===== src/rtl/adder_arbiter_if.sv =====
`default_nettype none
// ============================================================================
// Module   : adder_arbiter_if
// Brief    : Two requester operand channels and one result channel for
//            adder_arbiter.
// Revision : 1.0
// ============================================================================
interface adder_arbiter_if #(
    parameter int WIDTH = 32
);
    logic             req0_valid;
    logic [WIDTH-1:0] req0_op1;
    logic [WIDTH-1:0] req0_op2;
    logic             req0_ready;

    logic             req1_valid;
    logic [WIDTH-1:0] req1_op1;
    logic [WIDTH-1:0] req1_op2;
    logic             req1_ready;

    logic             res_valid;
    logic             res_ready;
    logic [WIDTH-1:0] res;
    logic             res_id;
    logic             res_carry;
    logic             res_ovf;

    // Requesters and result consumer.
    modport master (
        output req0_valid, req0_op1, req0_op2,
        input  req0_ready,
        output req1_valid, req1_op1, req1_op2,
        input  req1_ready,
        output res_ready,
        input  res_valid, res, res_id, res_carry, res_ovf
    );

    // The arbitrated adder.
    modport slave (
        input  req0_valid, req0_op1, req0_op2,
        output req0_ready,
        input  req1_valid, req1_op1, req1_op2,
        output req1_ready,
        input  res_ready,
        output res_valid, res, res_id, res_carry, res_ovf
    );
endinterface
`default_nettype wire


===== src/rtl/adder_arbiter.sv =====
`default_nettype none
// ============================================================================
// Module   : adder_arbiter
// Brief    : Round-robin arbiter sharing one registered adder between two
//            valid/ready requesters.
// Revision : 1.0
// ============================================================================
module adder_arbiter #(
    parameter int WIDTH = 32
) (
    input  wire logic        clk,
    input  wire logic        rst,
    adder_arbiter_if.slave   bus
);

    localparam int c_msb = WIDTH - 1;

    logic             r_prio;
    logic             r_res_valid;
    logic [WIDTH-1:0] r_res;
    logic             r_res_id;
    logic             r_res_carry;
    logic             r_res_ovf;

    logic             w_free;
    logic             w_grant0;
    logic             w_grant1;
    logic             w_grant;
    logic             w_sel;
    logic [WIDTH-1:0] w_op1;
    logic [WIDTH-1:0] w_op2;
    logic [WIDTH:0]   w_sum;
    logic             w_ovf;

    // Grants depend only on valids, output-stage state and prio, never on operands.
    assign w_free   = !r_res_valid || bus.res_ready;
    assign w_grant0 = !rst && w_free && bus.req0_valid && (!bus.req1_valid || !r_prio);
    assign w_grant1 = !rst && w_free && bus.req1_valid && (!bus.req0_valid ||  r_prio);
    assign w_grant  = w_grant0 || w_grant1;
    assign w_sel    = w_grant1;

    // Single shared adder fed by the granted requester's operands.
    assign w_op1 = w_sel ? bus.req1_op1 : bus.req0_op1;
    assign w_op2 = w_sel ? bus.req1_op2 : bus.req0_op2;
    assign w_sum = {1'b0, w_op1} + {1'b0, w_op2};
    assign w_ovf = (w_op1[c_msb] == w_op2[c_msb]) && (w_sum[c_msb] != w_op1[c_msb]);

    always_ff @(posedge clk) begin
        if (rst) begin
            r_prio      <= 1'b0;
            r_res_valid <= 1'b0;
            r_res       <= '0;
            r_res_id    <= 1'b0;
            r_res_carry <= 1'b0;
            r_res_ovf   <= 1'b0;
        end else if (w_grant) begin
            r_prio      <= !w_sel;
            r_res_valid <= 1'b1;
            r_res       <= w_sum[c_msb:0];
            r_res_id    <= w_sel;
            r_res_carry <= w_sum[WIDTH];
            r_res_ovf   <= w_ovf;
        end else if (bus.res_ready) begin
            r_res_valid <= 1'b0;
        end
    end

    assign bus.req0_ready = w_grant0;
    assign bus.req1_ready = w_grant1;
    assign bus.res_valid  = r_res_valid;
    assign bus.res        = r_res;
    assign bus.res_id     = r_res_id;
    assign bus.res_carry  = r_res_carry;
    assign bus.res_ovf    = r_res_ovf;

endmodule
`default_nettype wire


===== src/flat_wrapper.sv =====
// flat-port wrapper written by rule: the top's interface ports become plain ports
module adder_arbiter_flat 
#(
    parameter int WIDTH = 32
)
  (clk, rst, bus_req0_valid, bus_req0_op1, bus_req0_op2, bus_req0_ready, bus_req1_valid, bus_req1_op1, bus_req1_op2, bus_req1_ready, bus_res_ready, bus_res_valid, bus_res, bus_res_id, bus_res_carry, bus_res_ovf);
  adder_arbiter_if #(.WIDTH(WIDTH)) bus_i ();
  input  wire logic clk;
  input  wire logic rst;
  input wire logic [$bits(bus_i.req0_valid)-1:0] bus_req0_valid;
  input wire logic [$bits(bus_i.req0_op1)-1:0] bus_req0_op1;
  input wire logic [$bits(bus_i.req0_op2)-1:0] bus_req0_op2;
  output wire logic [$bits(bus_i.req0_ready)-1:0] bus_req0_ready;
  input wire logic [$bits(bus_i.req1_valid)-1:0] bus_req1_valid;
  input wire logic [$bits(bus_i.req1_op1)-1:0] bus_req1_op1;
  input wire logic [$bits(bus_i.req1_op2)-1:0] bus_req1_op2;
  output wire logic [$bits(bus_i.req1_ready)-1:0] bus_req1_ready;
  input wire logic [$bits(bus_i.res_ready)-1:0] bus_res_ready;
  output wire logic [$bits(bus_i.res_valid)-1:0] bus_res_valid;
  output wire logic [$bits(bus_i.res)-1:0] bus_res;
  output wire logic [$bits(bus_i.res_id)-1:0] bus_res_id;
  output wire logic [$bits(bus_i.res_carry)-1:0] bus_res_carry;
  output wire logic [$bits(bus_i.res_ovf)-1:0] bus_res_ovf;
  assign bus_i.req0_valid = bus_req0_valid;
  assign bus_i.req0_op1 = bus_req0_op1;
  assign bus_i.req0_op2 = bus_req0_op2;
  assign bus_req0_ready = bus_i.req0_ready;
  assign bus_i.req1_valid = bus_req1_valid;
  assign bus_i.req1_op1 = bus_req1_op1;
  assign bus_i.req1_op2 = bus_req1_op2;
  assign bus_req1_ready = bus_i.req1_ready;
  assign bus_i.res_ready = bus_res_ready;
  assign bus_res_valid = bus_i.res_valid;
  assign bus_res = bus_i.res;
  assign bus_res_id = bus_i.res_id;
  assign bus_res_carry = bus_i.res_carry;
  assign bus_res_ovf = bus_i.res_ovf;
  adder_arbiter #(.WIDTH(WIDTH)) u_core (.clk(clk), .rst(rst), .bus(bus_i));
endmodule

===== config.mk =====
export PLATFORM = sky130hd
export DESIGN_NAME = adder_arbiter_flat
export DESIGN_NICKNAME = d
export VERILOG_FILES = /design/src/rtl/adder_arbiter_if.sv /design/src/rtl/adder_arbiter.sv /design/src/flat_wrapper.sv
export SDC_FILE = /design/constraint.sdc
export NUM_CORES = 1
export LEC_CHECK = 0
export CAP_MARGIN = 20
export CORE_AREA = 4 4 100 102
export CTS_BUF_LIST = sky130_fd_sc_hd__clkbuf_4 sky130_fd_sc_hd__clkbuf_8
export DETAILED_ROUTE_END_ITERATION = 16
export DIE_AREA = 0 0 104 106
export PLACE_DENSITY = 0.92
export SYNTH_ARGS = -nofsm -noshare
export SYNTH_HDL_FRONTEND = slang
export SYNTH_SLANG_ARGS = --single-unit

===== constraint.sdc =====
create_clock -name clk -period 4.7 [get_ports clk]
set_input_delay 0.47 -clock clk [delete_from_list [all_inputs] [get_ports clk]]
set_output_delay 0.47 -clock clk [all_outputs]
set_load 0.02 [all_outputs]

Word level (Yosys, flattened, before mapping):

Index checks and enable logic that the tools add are counted.

* add/sub/neg operators: 1
* equal/unequal tests: 2
* multiplexer cells: 4
* reductions and logical operators: 17

Operators with widths (count)
* 32-bit 2-to-1 mux: 2
* 32-bit by 32-bit adder with 33-bit output: 1
* 1-bit logical AND: 6
* 1-bit logical NOT: 6
* 1-bit logical OR: 4
* 1-bit 2-to-1 mux: 2
* 2-bit nonzero test: 1
* 1-bit equality test: 1
* 1-bit inequality test: 1

* bits in registers: 37
* bits of input ports: 133
* output and inout port bits: 38
* logic and storage cells: 30

Longest topological paths before layout:

Gate-level depths: netlist of the first run.

* word-level depth: 9
* gate-level depth with buffers: 16
* gate-level depth less buffers: 13

Least setup slack after synthesis of the first run:

OpenSTA, ideal clock, no wires.

* kind: input to register
* start point: in bus_res_ready
* end point: reg u_core.r_res[26], in the netlist u_core.bus.res[26]
* library setup time: 126 ps
* data arrival time: 3666 ps
* data required time: 4574 ps
* setup slack: 908 ps
* stages: 16
* path buffers: 3
* cell sequence: nand2b_1 and2_1 and3_1 clkbuf_1 buf_2 buf_2 mux2_2 ha_1 fa_1 a211oi_1 nor3_2 o21ai_1 a21oi_1 a311oi_1 xor2_1 o21ai_1

* cells in the longest elaborated chain, start to end: 6
* elaborated cells between the ends (all ways): 10
* those cells by class: add/sub (1); mux (2); reduce/logical (7)

Ends and longest elaborated chain
* from (decl): RTL line flat_wrapper.sv:18 `input wire logic [$bits(bus_i.res_ready)-1:0] bus_res_ready;`
* 1-bit logical OR *: RTL line adder_arbiter.sv:36 `assign w_free = !r_res_valid || bus.res_ready;`
* 1-bit logical AND *: RTL line adder_arbiter.sv:37, adder_arbiter.sv:38
* 1-bit logical AND (2 in a row): RTL line adder_arbiter.sv:38 `assign w_grant1 = !rst && w_free && bus.req1_valid && (!bus.req0_valid || r_prio);`
* 32-bit 2-to-1 mux (on tied branches): RTL line adder_arbiter.sv:43, adder_arbiter.sv:44
* 32-bit by 32-bit adder with 33-bit output: RTL line adder_arbiter.sv:45 `assign w_sum = {1'b0, w_op1} + {1'b0, w_op2};`
* to (signal assigned): RTL line adder_arbiter.sv:59 `r_res <= w_sum[c_msb:0];`
* to (decl): RTL line adder_arbiter.sv:20 `logic [WIDTH-1:0] r_res;`

Every way passes the cells marked *; elsewhere a longest branch is shown, timed or not.
A chain may end at the register's enable or synchronous reset.

Worst setup path in the final report of the first run:

Ends and elaborated chain as after synthesis.

==> out/results.md, run 1 <==
• footprint of the multi-input gates: 3020 sq um
• cell area after placement: 5680 sq um
• clock sink total: 37
• DR DRC count: 0
• number of stages on the worst setup path: 14
• final antenna diode count: 0
• EDFF count, synth: 0
• top-level port count: 171
• leakage power figure: 2.23 nW
• cell types with the largest area share after synthesis: dfxtp_1 19%, mux2_2 12%, ha_1 10%, mux2_1 6.0%, a21oi_1 5.1%
• via total after detailed routing: 4187
• sequential share of the synthesized area: 18.7%
• fill cell total of the finished layout: 767
• VDD IR-drop max: 0.175 mV
• headroom to the max-slew limit: 39.6%
• Least-Margin Pin Slew: 0.903 ns
• final routed wirelength across all metal layers: 12300 um
• CP endpoint: u_core.bus.res[26]$_SDFFE_PP0P_
• Sequential Area: 741 sq um
• net switching component of the power: 0.591 mW
• arrival time of the worst setup path: 4.22 ns
• HPWL after DPL: 10100 um
• share of layout cells above drive strength 1: 12.3%
• crit-path max cell delay: 0.46 ns
• GRT overflow: 0
• fraction of power spent switching nets: 37.6%
• layout-stage area growth over the synthesis result: 46.7%
• CTS tree: done
• buffer cell driving the clock tree root: clkbuf_8
• number of setup buffers added after CTS: 0
• number of instances resized during post-cts repair: 0
• Std-Cell Core Area: 9110 sq um
• vertical extent of the die: 106 um
• portion of synthesized cell area occupied by the leading cell type: 18.7%
• vias in the first global route: 4286
• kind of start point of the critical path: primary input
• number of maximum-capacitance constraint violations: 0
• initial antenna violation count: 0
• count of final hold-check violations: 0
• Cell Rows: 35
• startpoint of the worst setup timing path: bus_res_ready
• CP delay by family, top: compound AO/OA/AOI/OAI gates
• ys async rst share: 0%
• ordered list of cells on the worst path: clkdlybuf4s50_1, nand2b_1, and2_1, and3_2, buf_12, mux2_2, ha_1, a21oi_2, o21ai_0, o31ai_1, a21oi_1, a311oi_1, xor2_1, o21ai_1
• Distinct cells, synth: 69
• total negative setup slack: 0 ns
• net count after synthesis: 645
• Period minus WS final: 4.05 ns
• detailed-route vias per instance: 5.61
• total routing resource utilization after global routing: 21.4%
• number of optimization iterations in the first detailed-route pass: 5
• Reg clk slew, reported paths: 0.07 ns
• number of buffers inserted by port buffering: 170
• chip width: 104 um
• GPL Wtd Cong: 0.896
• Pint: 0.982 mW
• combinational share of power: 55.7%
• total clock buffers created by CTS: 5
• starting density of the core: 43.4%
• number of H-tree levels: 2
• average routed wire per standard cell: 16.4 um
• post-route design area: 5800 sq um
• combined area of all synthesized cells: 3950 sq um
• maximum number of pins on one net before global-route repair: 46
• ratio of final minimum period to clock period: 86.2%
• Bufs and invs on worst path: 2
• syn avg cell area: 8.25 sq um
• cells after synthesis: 479
• global-route wire length before repair: 19900 um
• most common library cell in the layout ignoring fill and taps: clkdlybuf4s50_1
• number of nets with antenna violations after routing: 0
• area of the die: 11000 sq um
• most frequent cells in the layout: 170 x clkdlybuf4s50_1, 52 x nand2_1, 43 x mux2_2, 40 x a21oi_1, 37 x dfxtp_1
• final number of setup-violating endpoints: 0
• insertion delay to the later sink of the worst-skew pair: 0.29 ns
• buffers from clock root to sink, at most: 2
• clock network power share: 18.7%
• path depth of the worst reg2reg path: 13
• worst r2r src: u_core.bus.res_valid$_SDFFE_PP0P_
• cts-stage hold buffer count: 0
• cell taking the most area after synthesis: dfxtp_1
• # nets final: 800
• hold crit path type: reg -> reg
• fmax: 247 MHz
• worst reg2reg setup slack: 0.99 ns
• Setup Crit Path Kind: in -> reg
• Slowest-stage cell, CP: clkdlybuf4s50_1
• Synth Register Bits: 37
• final slew viol count: 0
• part of the power in registers: 25.6%
• yosys synthesis warning count: 0
• power per cell area: 271 nW/um^2
• drt first-iter violations: 215
• endpoint of the worst register-to-register path: u_core.bus.res[26]$_SDFFE_PP0P_
• leading register cell type out of synthesis: dfxtp_1
• status: finished, final reports clean
• setup repair after global routing missed its margin: false
• critical path endpoint category: flop
• largest fanout of any net on the critical path: 45
• Clock Skew: 0.0110 ns
• Data required, critical path: 4.87 ns
==> cell families after synthesis <==
kind of cell | count (synthesis) | share of synthesized area, %
AOI/OAI and AO/OA | 143 | 23.3
and+or+nand+nor | 139 | 17.3
muxes | 67 | 19.1
DFF | 37 | 18.7
buffers and inverters | 34 | 5.13
adders and majority gates | 33 | 10.6
xor gates and xnor gates | 26 | 5.76
==> state kept, by name (all words and copies together) (netlist names) <==
register	count
u_core.bus.res	32
u_core.bus.res_carry	1
u_core.bus.res_id	1
u_core.bus.res_ovf	1
u_core.bus.res_valid	1
u_core.r_prio	1
==> per-layer routing <==
layer / wire (um) / track usage, % / vias up
met4: 298 / 7.69 / 0
met1: 4870 / 24.6 / 1911
li1: - / - / 2075
met2: 6130 / 38.5 / 174
met5: 0 / 0 / -
met3: 954 / 5.40 / 27
==> cells in the mapped netlist (7+ instances only) <==
library cell,number
a211oi_1,7
a21o_1,7
a21oi_1,40
buf_2,10
clkbuf_1,10
dfxtp_1,37
ha_1,32
mux2_1,21
mux2_2,43
nand2_1,52
nand3_1,14
nand4_1,8
nor2_1,22
nor3_1,11
o21ai_0,28
o21ai_1,15
xnor2_1,14
xor2_1,12
==> worst min-delay path: stages, from the launching register on <==
cell     delay [ns]
dfxtp_1        0.31
nand2_1        0.05
o21ai_1        0.05
==> layout make-up <==
cell class / count / share of cell area [%]
Tap cell: 111 / 2.39
Timing Repair Buffer: 175 / 30.2
Clock buffer: 7 / 1.55
Inverter: 7 / 0.453
Sequential cell: 37 / 12.8
Clock inverter: 1 / 0.518
Multi-Input combinational cell: 408 / 52.1
==> worst min-delay path by stage <==
stage                                    start                               to  slack [ns]  depth (start not counted)
6_report       u_core.bus.res[28]$_SDFFE_PP0P_  u_core.bus.res[28]$_SDFFE_PP0P_        0.44                          2
5_1_grt        u_core.bus.res[24]$_SDFFE_PP0P_  u_core.bus.res[24]$_SDFFE_PP0P_        0.49                          2
4_1_cts        u_core.bus.res[28]$_SDFFE_PP0P_  u_core.bus.res[28]$_SDFFE_PP0P_        0.45                          2
3_5_place_dp   u_core.bus.res[28]$_SDFFE_PP0P_  u_core.bus.res[28]$_SDFFE_PP0P_        0.44                          2
3_3_place_gp   u_core.bus.res[23]$_SDFFE_PP0P_  u_core.bus.res[23]$_SDFFE_PP0P_        0.44                          2
2_1_floorplan       u_core.r_prio$_SDFFE_PP0P_       u_core.r_prio$_SDFFE_PP0P_        0.44                          2
==> power groups by stage <==
stage               combinational (mW)  sequential, mW  clock, mW
detailed placement               0.870           0.408          0
floorplan                        0.485           0.473          0
CTS                              0.874           0.402      0.297
global route                     0.953           0.410      0.312
finish                           0.876           0.402      0.295
global placement                 0.856           0.408          0
==> through the flow <==
stage | setup WS (ns) | utilization (%) | power [mW] | hold WS, ns | std cells
floorplan | 0.908 | - | 0.958 | 0.440 | 479
global placement | 0.529 | 62.4 | 1.26 | 0.437 | 738
detailed placement | 0.359 | 62.4 | 1.28 | 0.436 | 738
CTS | 0.662 | 63.7 | 1.57 | 0.446 | 746
global route | 0.376 | 63.7 | 1.67 | 0.488 | 746
finish | 0.649 | 63.7 | 1.57 | 0.443 | 746
Note: power is estimated with default switching activity, not from simulation.
==> run 2: changes to the inputs <==
--- a/config.mk
+++ b/config.mk
@@ -6,10 +6,12 @@
 export NUM_CORES = 1
 export LEC_CHECK = 0
 export CAP_MARGIN = 20
-export CORE_AREA = 4 4 100 102
+export CELL_PAD_IN_SITES_DETAIL_PLACEMENT = 0
+export CELL_PAD_IN_SITES_GLOBAL_PLACEMENT = 1
+export CORE_AREA = 4 4 118 120
 export CTS_BUF_LIST = sky130_fd_sc_hd__clkbuf_4 sky130_fd_sc_hd__clkbuf_8
 export DETAILED_ROUTE_END_ITERATION = 16
-export DIE_AREA = 0 0 104 106
+export DIE_AREA = 0 0 122 124
 export PLACE_DENSITY = 0.92
 export SYNTH_ARGS = -nofsm -noshare
 export SYNTH_HDL_FRONTEND = slang
==> run 2 against run 1 <==
- clock-buffer cell count down 2
- clock skew is essentially flat
- clock power shrank 23%
- non-clock buffer count is 3 higher
- sequential power hardly changed
- die area rose by 37%
- setup slack improved by 0.014 ns
- critical path type unchanged
- largest cell class unchanged
==> out/results.md, run 2 (synthesis gave the netlist of run 1 again) <==
• status: finished, final reports clean
• insertion delay to the later sink of the worst-skew pair: 0.29 ns, about the same
• startpoint of the worst setup timing path: bus_res_ready
• average routed wire per standard cell: 15.4 um, -6.3%
• number of nets with antenna violations after routing: 0, unchanged
• total negative setup slack: 0 ns, unchanged
• number of buffers inserted by port buffering: 170, unchanged
• worst reg2reg setup slack: 1.01 ns, +0.02 ns
• CTS tree: done
• initial antenna violation count: 0, unchanged
• headroom to the max-slew limit: 65.9%, +26 points
• Data required, critical path: 4.87 ns, about the same
• path depth of the worst reg2reg path: 13, unchanged
• worst slack on hold paths: 0.447 ns, +0.00398 ns
• buffer cell driving the clock tree root: clkbuf_8
• number of optimization iterations in the first detailed-route pass: 4, -1
• most common library cell in the layout ignoring fill and taps: clkdlybuf4s50_1
• detailed-route vias per instance: 5.11, -8.9%
• clock sink total: 37, unchanged
• vias in the first global route: 4306, +0.47%
• number of H-tree levels: 2, unchanged
• most frequent cells in the layout: 170 x clkdlybuf4s50_1, 52 x nand2_1, 43 x mux2_2, 40 x a21oi_1, 37 x dfxtp_1
• power per cell area: 257 nW/um^2, -5.3%
• PnR Total Power: 1.50 mW, -4.4%
• Reg clk slew, reported paths: 0.08 ns, about the same
• HPWL after DPL: 10600 um, +4.5%
• final slew viol count: 0, unchanged
• layout-stage area growth over the synthesis result: 48.2%
• hold crit path type: reg -> reg
• Period minus WS final: 4.04 ns, -0.0138 ns
• max reg flops: 32, unchanged
• Cell Rows: 42, +20%
• cts-stage hold buffer count: 0, unchanged
• Setup Crit Path Kind: in -> reg
• number of instances resized during post-cts repair: 0, unchanged
• # nets final: 803, +0.38%
• Least-Margin Pin Slew: 0.509 ns, -0.394 ns
• buffers from clock root to sink, at most: 2, unchanged
• setup repair after global routing missed its margin: false
• worst r2r src: u_core.bus.res_valid$_SDFFE_PP0P_
• via total after detailed routing: 4162, -0.60%
• VDD IR-drop max: 0.113 mV, -35%
• largest fanout of any net on the critical path: 17, -62%
• number of setup buffers added after CTS: 0, unchanged
• DR DRC count: 0, unchanged
• fmax: 248 MHz, +0.34%
• GPL Wtd Cong: 0.853, -4.9%
• arrival time of the worst setup path: 4.21 ns, about the same
• drt first-iter violations: 145, -33%
• final antenna diode count: 0, unchanged
• area of the die: 15100 sq um, +37%
• leakage power figure: 2.22 nW, -0.26%
• total routing resource utilization after global routing: 16.0%, -5.5 points
• final cell count without fillers: 814, +9.1%
• core occupancy in the finished layout: 45.1%, -19 points
• kind of start point of the critical path: primary input
• total clock buffers created by CTS: 5, unchanged
• Placed Cells incl. Taps: 806, +9.2%
• endpoint of the worst register-to-register path: u_core.bus.res[26]$_SDFFE_PP0P_
• chip width: 122 um, +17%
• number of maximum-capacitance constraint violations: 0, unchanged
• Std-Cell Core Area: 13000 sq um, +42%
• GRT overflow: 0, unchanged
• share of layout cells above drive strength 1: 12.7%, +0.41 points
• Clock Skew: 0.0111 ns, +0.000105 ns
• top-level port count: 171, unchanged
• CP endpoint: u_core.bus.res[26]$_SDFFE_PP0P_
• final routed wirelength across all metal layers: 12500 um, +2.3%
• starting density of the core: 30.5%, -13 points
• ratio of final minimum period to clock period: 85.9%, -0.29 points
• critical path endpoint category: flop
• count of final hold-check violations: 0, unchanged
• maximum number of pins on one net before global-route repair: 33, -28%
• global-route wire length before repair: 19800 um, -0.55%
• vertical extent of the die: 124 um, +17%
• final number of setup-violating endpoints: 0, unchanged
• fill cell total of the finished layout: 1316, +72%
==> run 2: changes by cell type in the layout (fill, tap and decap cells not counted) <==
cell and change:
clkinv_2 +2, clkbuf_4 -1, buf_4 +4, clkinvlp_4 +1
buf_12 -1, bufinv_16 -1, clkbuf_8 -1
==> run 2: how the worst min path moves through the flow <==
| stage | from | endpoint | cells after the start |
|---|---|---|---|
| global placement | u_core.bus.res[24]$_SDFFE_PP0P_ | u_core.bus.res[24]$_SDFFE_PP0P_ | 2 |
| floorplan | u_core.r_prio$_SDFFE_PP0P_ | u_core.r_prio$_SDFFE_PP0P_ | 2 |
| finish | u_core.bus.res[28]$_SDFFE_PP0P_ | u_core.bus.res[28]$_SDFFE_PP0P_ | 2 |
| global route | u_core.bus.res[28]$_SDFFE_PP0P_ | u_core.bus.res[28]$_SDFFE_PP0P_ | 2 |
| detailed placement | u_core.bus.res[28]$_SDFFE_PP0P_ | u_core.bus.res[28]$_SDFFE_PP0P_ | 2 |
| CTS | u_core.bus.res[28]$_SDFFE_PP0P_ | u_core.bus.res[28]$_SDFFE_PP0P_ | 2 |
==> run 2: where the power goes <==
part / switching (mW) / internal, mW
logic: 0.441 / 0.433
registers: 0.0329 / 0.371
clock network: 0.124 / 0.103
total: 0.598 / 0.906
==> run 2: per-layer routing <==
metal  vias to the layer above  wire, um  track usage [%]
li1                       2076         -                -
met1                      1909      5140             18.3
met2                       160      6170             29.8
met3                        17      1040             3.91
met4                         0       182             3.71
met5                         -         0                0
==> run 2: cell type report <==
type / instances / area, sq um / area share (%)
clock inverter: 3 / 17.5 / 0.299
sequential: 37 / 741 / 12.6
clock buffer: 5 / 68.8 / 1.17
multi-input combinational: 408 / 3020 / 51.6
tap: 176 / 220 / 3.76
timing repair buffer: 178 / 1760 / 30.1
inverter: 7 / 26.3 / 0.449
==> run 2: worst max-delay path: stages <==
cell	delay, ns
clkdlybuf4s50_1	0.46
nand2b_1	0.12
and2_1	0.23
and3_2	0.27
buf_4	0.25
mux2_2	0.40
fa_1	0.48
a211oi_1	0.40
nor3_2	0.13
o21ai_1	0.23
a21oi_1	0.16
a311oi_1	0.37
xor2_1	0.18
o21ai_1	0.07
==> run 2: stage by stage <==
step / instance area (sq um) / worst slack, ns
6_report: 5860 / 0.663
5_1_grt: 5860 / 0.388
4_1_cts: 5860 / 0.653
3_5_place_dp: 5770 / 0.346
3_3_place_gp: 5770 / 0.470
2_1_floorplan: 3950 / 0.908
==> run 3: changes to the inputs <==
--- a/config.mk
+++ b/config.mk
@@ -12,7 +12,7 @@
 export CTS_BUF_LIST = sky130_fd_sc_hd__clkbuf_4 sky130_fd_sc_hd__clkbuf_8
 export DETAILED_ROUTE_END_ITERATION = 16
 export DIE_AREA = 0 0 122 124
-export PLACE_DENSITY = 0.92
+export PLACE_DENSITY_LB_ADDON = 0.1
 export SYNTH_ARGS = -nofsm -noshare
 export SYNTH_HDL_FRONTEND = slang
 export SYNTH_SLANG_ARGS = --single-unit
==> run 3 against run 2 <==
- sequential share of layout area down 0.051 points
- clock skew up 0.0062 ns
- largest cell class unchanged
- fmax down 0.34%
- clock power up 35%
- clock-buffer cell count up 1
==> out/results.md, run 3 (synthesis gave the netlist of run 1 again) <==
• status: finished, final reports clean
• drt first-iter violations: 166, +14%
• core occupancy in the finished layout: 45.3%, +0.18 points
• VDD IR-drop max: 0.124 mV, +9.7%
• largest fanout of any net on the critical path: 36, +19
• final slew viol count: 0, unchanged
• number of maximum-capacitance constraint violations: 0, unchanged
• average routed wire per standard cell: 16.0 um, +3.7%
• PnR Total Power: 1.58 mW, +5.3%
• Slowest-stage cell, CP: o21ai_0
• number of instances resized during post-cts repair: 0, unchanged
• top-level port count: 171, unchanged
• most common library cell in the layout ignoring fill and taps: clkdlybuf4s50_1
• GRT overflow: 0, unchanged
• Std-Cell Core Area: 13000 sq um, unchanged
• final routed wirelength across all metal layers: 12900 um, +3.3%
• final cell count without fillers: 811, -0.37%
• hold crit path type: reg -> reg
• maximum number of pins on one net before global-route repair: 37, +12%
• fill cell total of the finished layout: 1299, -1.3%
• Period minus WS final: 4.05 ns, +0.0138 ns
• buffer cell driving the clock tree root: clkbuf_8
• critical path endpoint category: flop
• Least-Margin Pin Slew: 1.05 ns, +0.536 ns
• area of the die: 15100 sq um, unchanged
• number of buffers inserted by port buffering: 170, unchanged
• total negative setup slack: 0 ns, unchanged
• number of nets with antenna violations after routing: 0, unchanged
• setup repair after global routing missed its margin: false
• Data required, critical path: 4.90 ns, +0.03 ns
• headroom to the max-slew limit: 30.0%, -36 points
• final antenna diode count: 0, unchanged
• # nets final: 800, -0.37%
• Clock Skew: 0.0173 ns, +0.00625 ns
• DR DRC count: 0, unchanged
• Placed Cells incl. Taps: 803, -0.37%
• detailed-route vias per instance: 5.07, -0.79%
• final number of setup-violating endpoints: 0, unchanged
• cts-stage hold buffer count: 0, unchanged
• number of optimization iterations in the first detailed-route pass: 4, unchanged
• most frequent cells in the layout: 170 x clkdlybuf4s50_1, 52 x nand2_1, 43 x mux2_2, 40 x a21oi_1, 37 x dfxtp_1
• buffers from clock root to sink, at most: 2, unchanged
• kind of start point of the critical path: primary input
• via total after detailed routing: 4114, -1.2%
• max reg flops: 32, unchanged
• chip width: 122 um, unchanged
• arrival time of the worst setup path: 4.25 ns, +0.04 ns
• fmax: 247 MHz, -0.34%
• power per cell area: 269 nW/um^2, +4.9%
• crit-path max cell delay: 0.52 ns, +0.04 ns
• number of H-tree levels: 2, unchanged
• ordered list of cells on the worst path: clkdlybuf4s50_1, nand2b_1, and2_1, and3_2, buf_12, mux2_2, ha_1, a211oi_2, o21ai_4, o21a_2, o21ai_0, a22oi_2, xnor2_1, o31ai_1
• global-route wire length before repair: 20200 um, +1.7%
• starting density of the core: 30.5%, unchanged
• HPWL after DPL: 10500 um, -0.44%
• vertical extent of the die: 124 um, unchanged
• total clock buffers created by CTS: 5, unchanged
• leakage power figure: 2.22 nW, about the same
• total routing resource utilization after global routing: 16.4%, +0.40 points
• ratio of final minimum period to clock period: 86.2%, +0.29 points
• Reg clk slew, reported paths: 0.10 ns, +0.02 ns
• vias in the first global route: 4212, -2.2%
• initial antenna violation count: 0, unchanged
• count of final hold-check violations: 0, unchanged
• Setup Crit Path Kind: in -> reg
• share of layout cells above drive strength 1: 12.3%, -0.41 points
• clock sink total: 37, unchanged
• GPL Wtd Cong: 0.877, +2.8%
• insertion delay to the later sink of the worst-skew pair: 0.30 ns, about the same
• worst slack on hold paths: 0.457 ns, +0.00977 ns
• Cell Rows: 42, unchanged
• footprint of the multi-input gates: 3020 sq um, unchanged
• number of setup buffers added after CTS: 0, unchanged
• Sequential Area: 741 sq um, unchanged
• layout-stage area growth over the synthesis result: 48.8%
• CTS tree: done
-- run 3: cell count changes in the layout (fill, tap and decap cells not counted), sizes merged --
| cell | previous run | this run |
|---|---|---|
| buf | 8 | 5 |
| bufinv | 0 | 1 |
| clkbuf | 5 | 6 |
| clkinv | 2 | 0 |
-- run 3: report_power, final --
part	switching [mW]	internal, mW
Clock	0.133	0.173
Combinational	0.444	0.432
Sequential	0.0326	0.371
-- run 3: final timing paths --
check / from / endpoint / slack [ns] / depth (start not counted)
worst max-delay path: bus_res_ready / u_core.bus.res_ovf$_SDFFE_PP0P_ / 0.65 / 14
worst min-delay path: u_core.bus.res[5]$_SDFFE_PP0P_ / u_core.bus.res[5]$_SDFFE_PP0P_ / 0.46 / 2
worst max register to register: u_core.bus.res_valid$_SDFFE_PP0P_ / u_core.bus.res_ovf$_SDFFE_PP0P_ / 0.97 / 13
worst min register to register: u_core.bus.res[5]$_SDFFE_PP0P_ / u_core.bus.res[5]$_SDFFE_PP0P_ / 0.46 / 2
-- run 3: area by class of cell --
class                   instances  share of cell area, %
multi-input cells             408                   51.4
repair buffers                175                   29.8
flip-flops and latches         37                   12.6
well taps                     176                   3.74
clock buffers                   6                   1.40
clock inverters                 2                  0.638
inverters                       7                  0.447
-- run 3: through the flow --
step           setup WS, ns  instance area [sq um]
2_1_floorplan         0.908                   3950
5_1_grt               0.413                   5880
6_report              0.649                   5880
3_5_place_dp          0.351                   5760
3_3_place_gp          0.475                   5760
4_1_cts               0.664                   5880
-- run 3: critical path: cells and delay by family --
kind                     cells  cell delay, ns
buffers and inverters        2            0.67
multiplexers                 1            0.39
adder cells (fa/ha/maj)      1            0.33
AND/OR/NAND/NOR              3            0.63
AO/OA/AOI/OAI                6            1.57
XOR/XNOR                     1            0.17
-- run 3: per-layer routing --
metal  wire length [um]  part of all wire [%]  GRT usage (%)
met1               5740                    44           20.1
met2               6350                    49           29.2
met3                627                   4.8           3.13
met5                  0                     0              0
met4                232                   1.8           4.34
